<file path="src/rtl/icc_ctrl_if.sv">
// icc_ctrl_if: execute-stage <-> condition-code controller bus.
//
// Handshakes:
//   op:     an op transfers in a cycle where op_valid and op_ready are both 1.
//   branch: br_req is held with a stable br_cond until br_ack; br_ack is a
//           one-cycle pulse carrying br_taken, and no new request is
//           accepted in the br_ack cycle.
// dbg_state / dbg_wait_cnt expose the controller FSM for observation.
interface icc_ctrl_if;
  logic       op_valid;
  logic       op_setcc;
  logic       op_multi;
  logic       op_ready;
  logic       alu_done;
  logic [3:0] alu_flags;
  logic [3:0] fr_flags;
  logic       fr_ld;
  logic       cc_pending;
  logic       br_req;
  logic [3:0] br_cond;
  logic       br_ack;
  logic       br_taken;
  logic       stall;
  logic       cc_timeout;
  logic       dbg_state;
  logic [7:0] dbg_wait_cnt;

  // Execute stage / environment side
  modport master (
    output op_valid, op_setcc, op_multi, alu_done, alu_flags, fr_flags,
           br_req, br_cond,
    input  op_ready, fr_ld, cc_pending, br_ack, br_taken, stall, cc_timeout,
           dbg_state, dbg_wait_cnt
  );

  // Controller side
  modport slave (
    input  op_valid, op_setcc, op_multi, alu_done, alu_flags, fr_flags,
           br_req, br_cond,
    output op_ready, fr_ld, cc_pending, br_ack, br_taken, stall, cc_timeout,
           dbg_state, dbg_wait_cnt
  );
endinterface

</file>
<file path="src/rtl/icc_ctrl.sv">
// icc_ctrl: SPARC condition-code controller. Sequences loads of the 4-bit
// flag register {N,Z,V,C}, tracks pending flag writes (including multi-cycle
// ALU ops with a MAX_WAIT abandonment timer) and evaluates Bicc conditions,
// stalling a branch until the flags it depends on are committed.
// Optional feature macro: ICC_FORWARD_EN -- forwards alu_flags to a branch
// arriving in the same cycle as an FR load, removing that stall.
module icc_ctrl #(
  parameter int unsigned MAX_WAIT = 15
) (
  input  logic       clk,
  input  logic       reset_n,
  icc_ctrl_if.slave  bus
);

  typedef enum logic {
    IDLE     = 1'b0,
    WAIT_ALU = 1'b1
  } state_t;

  localparam logic [7:0] LAST_WAIT = 8'(MAX_WAIT - 1);

  state_t     r_state;
  logic [7:0] r_wait_cnt;
  logic       r_br_ack;
  logic       r_br_taken;
  logic       r_cc_timeout;

  logic       w_fr_ld;
  logic       w_cc_pending;
  logic       w_br_accept;
  logic [3:0] w_eval_flags;
  logic       w_cond_true;

  // Bicc condition: cond[3] inverts the base test selected by cond[2:0]
  function automatic logic cond_eval(input logic [3:0] cond, input logic [3:0] f);
    logic n, z, v, c, base;
    {n, z, v, c} = f;
    case (cond[2:0])
      3'd0:    base = 1'b0;
      3'd1:    base = z;
      3'd2:    base = z | (n ^ v);
      3'd3:    base = n ^ v;
      3'd4:    base = c | z;
      3'd5:    base = c;
      3'd6:    base = n;
      default: base = v;
    endcase
    return cond[3] ? ~base : base;
  endfunction

  // FR load: single-cycle cc op in IDLE, or multi-cycle result arriving; never during reset
  always_comb begin
    w_fr_ld = 1'b0;
    if (reset_n) begin
      if (r_state == IDLE) w_fr_ld = bus.op_valid & bus.op_setcc & ~bus.op_multi;
      else                 w_fr_ld = bus.alu_done;
    end
  end

  assign w_cc_pending = (r_state == WAIT_ALU) | w_fr_ld;

`ifdef ICC_FORWARD_EN
  // A load in this cycle is forwarded straight into the evaluation
  assign w_br_accept  = reset_n & bus.br_req & ~r_br_ack & (~w_cc_pending | w_fr_ld);
  assign w_eval_flags = w_fr_ld ? bus.alu_flags : bus.fr_flags;
`else
  // Branch waits until no flag write is outstanding
  assign w_br_accept  = reset_n & bus.br_req & ~r_br_ack & ~w_cc_pending;
  assign w_eval_flags = bus.fr_flags;
`endif

  assign w_cond_true = cond_eval(bus.br_cond, w_eval_flags);

  // Controller FSM, wait timer and registered branch/timeout outputs
  always_ff @(posedge clk or negedge reset_n) begin
    if (!reset_n) begin
      r_state      <= IDLE;
      r_wait_cnt   <= 8'd0;
      r_br_ack     <= 1'b0;
      r_br_taken   <= 1'b0;
      r_cc_timeout <= 1'b0;
    end else begin
      r_cc_timeout <= 1'b0;
      r_br_ack     <= w_br_accept;
      if (w_br_accept) r_br_taken <= w_cond_true;
      case (r_state)
        IDLE: begin
          if (bus.op_valid && bus.op_setcc && bus.op_multi) begin
            r_state    <= WAIT_ALU;
            r_wait_cnt <= 8'd0;
          end
        end
        WAIT_ALU: begin
          // alu_done on the final wait cycle takes priority over abandonment
          if (bus.alu_done) begin
            r_state <= IDLE;
          end else if (r_wait_cnt == LAST_WAIT) begin
            r_state      <= IDLE;
            r_cc_timeout <= 1'b1;
          end else begin
            r_wait_cnt <= r_wait_cnt + 8'd1;
          end
        end
        default: r_state <= IDLE;
      endcase
    end
  end

  assign bus.op_ready     = (r_state == IDLE);
  assign bus.fr_ld        = w_fr_ld;
  assign bus.cc_pending   = w_cc_pending;
  assign bus.br_ack       = r_br_ack;
  assign bus.br_taken     = r_br_taken;
  assign bus.stall        = bus.br_req & ~w_br_accept;
  assign bus.cc_timeout   = r_cc_timeout;
  assign bus.dbg_state    = r_state;
  assign bus.dbg_wait_cnt = r_wait_cnt;

endmodule

</file>
<file path="src/flat_wrapper.sv">
// flat-port wrapper written by rule: the top's interface ports become plain ports
module icc_ctrl_flat 
#(
  parameter int unsigned MAX_WAIT = 15
)
  (clk, reset_n, bus_op_valid, bus_op_setcc, bus_op_multi, bus_alu_done, bus_alu_flags, bus_fr_flags, bus_br_req, bus_br_cond, bus_op_ready, bus_fr_ld, bus_cc_pending, bus_br_ack, bus_br_taken, bus_stall, bus_cc_timeout, bus_dbg_state, bus_dbg_wait_cnt);
  icc_ctrl_if bus_i ();
  input  logic clk;
  input  logic reset_n;
  input wire logic [$bits(bus_i.op_valid)-1:0] bus_op_valid;
  input wire logic [$bits(bus_i.op_setcc)-1:0] bus_op_setcc;
  input wire logic [$bits(bus_i.op_multi)-1:0] bus_op_multi;
  input wire logic [$bits(bus_i.alu_done)-1:0] bus_alu_done;
  input wire logic [$bits(bus_i.alu_flags)-1:0] bus_alu_flags;
  input wire logic [$bits(bus_i.fr_flags)-1:0] bus_fr_flags;
  input wire logic [$bits(bus_i.br_req)-1:0] bus_br_req;
  input wire logic [$bits(bus_i.br_cond)-1:0] bus_br_cond;
  output wire logic [$bits(bus_i.op_ready)-1:0] bus_op_ready;
  output wire logic [$bits(bus_i.fr_ld)-1:0] bus_fr_ld;
  output wire logic [$bits(bus_i.cc_pending)-1:0] bus_cc_pending;
  output wire logic [$bits(bus_i.br_ack)-1:0] bus_br_ack;
  output wire logic [$bits(bus_i.br_taken)-1:0] bus_br_taken;
  output wire logic [$bits(bus_i.stall)-1:0] bus_stall;
  output wire logic [$bits(bus_i.cc_timeout)-1:0] bus_cc_timeout;
  output wire logic [$bits(bus_i.dbg_state)-1:0] bus_dbg_state;
  output wire logic [$bits(bus_i.dbg_wait_cnt)-1:0] bus_dbg_wait_cnt;
  assign bus_i.op_valid = bus_op_valid;
  assign bus_i.op_setcc = bus_op_setcc;
  assign bus_i.op_multi = bus_op_multi;
  assign bus_i.alu_done = bus_alu_done;
  assign bus_i.alu_flags = bus_alu_flags;
  assign bus_i.fr_flags = bus_fr_flags;
  assign bus_i.br_req = bus_br_req;
  assign bus_i.br_cond = bus_br_cond;
  assign bus_op_ready = bus_i.op_ready;
  assign bus_fr_ld = bus_i.fr_ld;
  assign bus_cc_pending = bus_i.cc_pending;
  assign bus_br_ack = bus_i.br_ack;
  assign bus_br_taken = bus_i.br_taken;
  assign bus_stall = bus_i.stall;
  assign bus_cc_timeout = bus_i.cc_timeout;
  assign bus_dbg_state = bus_i.dbg_state;
  assign bus_dbg_wait_cnt = bus_i.dbg_wait_cnt;
  icc_ctrl #(.MAX_WAIT(MAX_WAIT)) u_core (.clk(clk), .reset_n(reset_n), .bus(bus_i));
endmodule
</file>
<file path="config.mk">
export PLATFORM = sky130hd
export DESIGN_NAME = icc_ctrl_flat
export DESIGN_NICKNAME = d
export VERILOG_FILES = /design/src/rtl/icc_ctrl_if.sv /design/src/rtl/icc_ctrl.sv /design/src/flat_wrapper.sv
export SDC_FILE = /design/constraint.sdc
export NUM_CORES = 1
export LEC_CHECK = 0
export ABC_AREA = 1
export CAP_MARGIN = 0
export CORE_UTILIZATION = 42
export DETAILED_ROUTE_END_ITERATION = 16
export GPL_TIMING_DRIVEN = 0
export PLACE_DENSITY = 0.86
export SLEW_MARGIN = 20
export SYNTH_ARGS = -nofsm -noshare
export SYNTH_HDL_FRONTEND = slang
export SYNTH_SLANG_ARGS = --single-unit
</file>
<file path="constraint.sdc">
create_clock -name clk -period 2.5 [get_ports clk]
set_input_delay 0.25 -clock clk [delete_from_list [all_inputs] [get_ports clk]]
set_output_delay 0.25 -clock clk [all_outputs]
set_load 0.01 [all_outputs]
</file>
==> impl_metrics.yaml <==
die:
  rows: 15
  core_area_um2: 1760
  die_w_um: 45.9
  die_h_um: 45.9
  start_util_pct: 45.8
  dieArea_um2: 2100
  io_pins: 35
placed_design:
  place_inst: 165
  gp_congestion: 0.853
  port-buffer-count: 30
  dp_hpwl_mm: 1.48
  dpl-instance-area_um2: 1140
worst_setup_path:
  crit_chain: "clkdlybuf4s15_1, inv_1, o31ai_2, nor2_1, inv_1, nand2_1, inv_1, clkdlybuf4s50_1"
  rr_worst_depth: 7
  cp_data_required_time_ns: 2.25
  crit_slowest_cell: "clkdlybuf4s15_1"
  regToRegStartpoint: "u_core.bus.dbg_wait_cnt[0]"
  cp_top_family: "buffers and inverters"
  critPathMaxStageDelay_ns: 0.54
  cp-end-kind: "output pin"
  worst-setup-path-type: "input port to output pin"
  arrival_ns: 1.98
  crit_top_cell: "inv_1"
  critPathMaxFanout: 14
  r2r_setup_slack_ns: 1.14
  crit_buf_inv: 5
  rr_endpoint: "u_core.bus.dbg_wait_cnt[3]"
  cp-start-kind: "input port"
global_route:
  grt_pass1_vias: 753
  grt_pass1_wl_mm: 3.17
  antenna_found_initial: 0
  grt_max_degree: 15
  grtUsageTotal_pct: 21.5
  grt_overflow: 0
logic_synthesis:
  synth.distinct_cells: 22
  synth_cells: 110
  synthesis.nets: 131
  seq_area_frac_synth_pct: 37.2
  syn_area_um2: 808
  synth_seq_cells: 12
  syn_area_per_cell_um2: 7.35
  synth_warnings: 0
timing:
  worstMarginPinSlew_ns: 0.574
  timing.slew.headroom_pct: 61.7
  rsz0062_at_grt: "no"
  setup_viol: 0
  hold_slack_ns: 0.0410
  min_period_ns: 2.23
  fin_crit_sh_pct: 89.3
  clock_skew_ns: 0.00404
  fmax_ghz: 0.448
  final-hold-violation-count: 0
  maxSlewViolCount: 0
cells_and_area:
  drive_gt1_share_pct: 10.5
  fin_nets: 166
  utilization_pct: 65.9
  antenna_cells: 0
  area_growth_pct: 43.8
  final_cell_area_um2: 1160
  final_cells: 168
detailed_routing:
  drt-initial-drc-count: 25
  wl_mm: 1.90
  viasPerCell: 4.85
  vias: 815
  ant_nets: 0
  drc: 0
  avgRoutedWirePerCell_um: 11.3
  dr.pass1.iters: 4
run_status:
  outcome: "completed"
power:
  p_sw_w: 0.000155
  sw_frac_of_total_pct: 30.6
  p_seq_share_pct: 46.2
  pwr-share-comb_pct: 31.2
  p_leak_nw: 0.539
  power_frac_clock_pct: 22.7
  p_per_area_nw_per_um2: 436
  max-vdd-ir-drop_mv: 0.417
  p_int_w: 0.000351
run:
  cap_violations: 0
clocking:
  cts_buffers: 3
  clk_pin_slew_ns: 0.06
  cts_tree: "built"
  clkLatencyLatePin_ns: 0.28
  cts_sinks: 12
  htreeDepth: 1
  cts-root-buf: "clkbuf_4"
  cts_buffer_depth: 2
min_path:
  hold_path_class: "input port to asynchronous set/reset pin"
stage by stage:
step,power [W],TNS [ns],worst slack (ns)
2_1_floorplan,0.000303,0,1.08
3_3_place_gp,0.000388,-0.0975,-0.0819
3_5_place_dp,0.000396,-0.138,-0.105
4_1_cts,0.000510,0,0.165
5_1_grt,0.000535,0,0.00638
6_report,0.000506,0,0.266
power by group through the flow:
stage	Sequential [W]	Clock [W]	Combinational, W
after floorplan	0.000242	0	0.0000616
after global placement	0.000235	0	0.000152
after detailed placement	0.000238	0	0.000158
after CTS	0.000234	0.000117	0.000159
after global routing	0.000237	0.000123	0.000175
final	0.000234	0.000115	0.000158
layout by cell type, fill, tap and decap left out:
master,synthesis,routed
nor3b_1,1,1
clkdlybuf4s15_1,0,1
nand3_1,12,12
nor2_1,14,14
o31ai_2,1,1
nor2_2,1,1
inv_2,2,2
ha_1,2,2
a2111oi_1,1,1
nand2_4,2,2
o21ai_2,1,1
nand2_1,30,30
nand4_2,1,1
inv_1,13,13
nor3_2,1,1
dfrtp_1,12,12
clkdlybuf4s50_1,0,29
nand4_1,3,3
nand3_2,2,2
xor2_1,3,3
clkbuf_4,0,3
buf_4,1,1
xnor2_1,1,1
nor3_1,3,3
o21ai_0,3,3
final cells by class:
cell class                      count  area [µm²]
Multi-Input combinational cell     82         444
Sequential cell                    12         300
Tap cell                           25        31.3
Clock buffer                        3        22.5
Fill cell                         158         602
Buffer                              1        7.51
Inverter                           15        56.3
Timing Repair Buffer               30         300
layer usage:
metal  vias up  part of all wire [%]  GRT usage [%]  wire [µm]
met1       369                    44           24.9        829
met3         5                   4.9           7.94         93
met5         -                     0              0          0
met4         0                   1.4           8.82         27
li1        421                     -              -          -
met2        20                    50           35.5        951
worst max-delay path by stage:
stage / startpoint / endpoint / slack, ns / cells after the start
finish: reset_n / bus_stall / 0.27 / 8
global placement: reset_n / bus_stall / -0.08 / 8
global route: reset_n / bus_stall / 0.006 / 8
CTS: reset_n / bus_stall / 0.16 / 8
floorplan: u_core.bus.dbg_state / bus_fr_ld / 1.08 / 3
detailed placement: reset_n / bus_stall / -0.10 / 8
Yosys cell counts, drive strengths merged:
cell	number	share of area [%]
a2111oi	1	1.2
buf	1	0.93
dfrtp	12	37
ha	2	3.1
inv	15	7.0
nand2	32	17
nand3	14	9.9
nand4	4	3.9
nor2	15	7.3
nor3	4	3.1
nor3b	1	0.93
o21ai	4	2.9
o31ai	1	1.5
xnor2	1	1.1
xor2	3	3.3
cells by family after synthesis:
logic type | Yosys count | share of synthesized area (%)
and+or+nand+nor | 70 | 41.8
buffers and inverters | 16 | 7.90
DFF | 12 | 37.2
AOI/OAI and AO/OA | 6 | 5.73
xor gates and xnor gates | 4 | 4.34
adders and majority gates | 2 | 3.10
timing repair:
item,CTS,global route
hold buffers,0,0
endpoints found under the setup margin,2,1
setup buffers,0,0
gates resized for setup,1,1
flip-flops by register name, summed over array words and instances, names as in the netlist:
register / flops
u_core.bus.br_ack: 1
u_core.bus.cc_timeout: 1
u_core.bus.dbg_state: 1
u_core.bus.br_taken: 1
u_core.bus.dbg_wait_cnt: 8
Power figures use the tool's default switching activity.
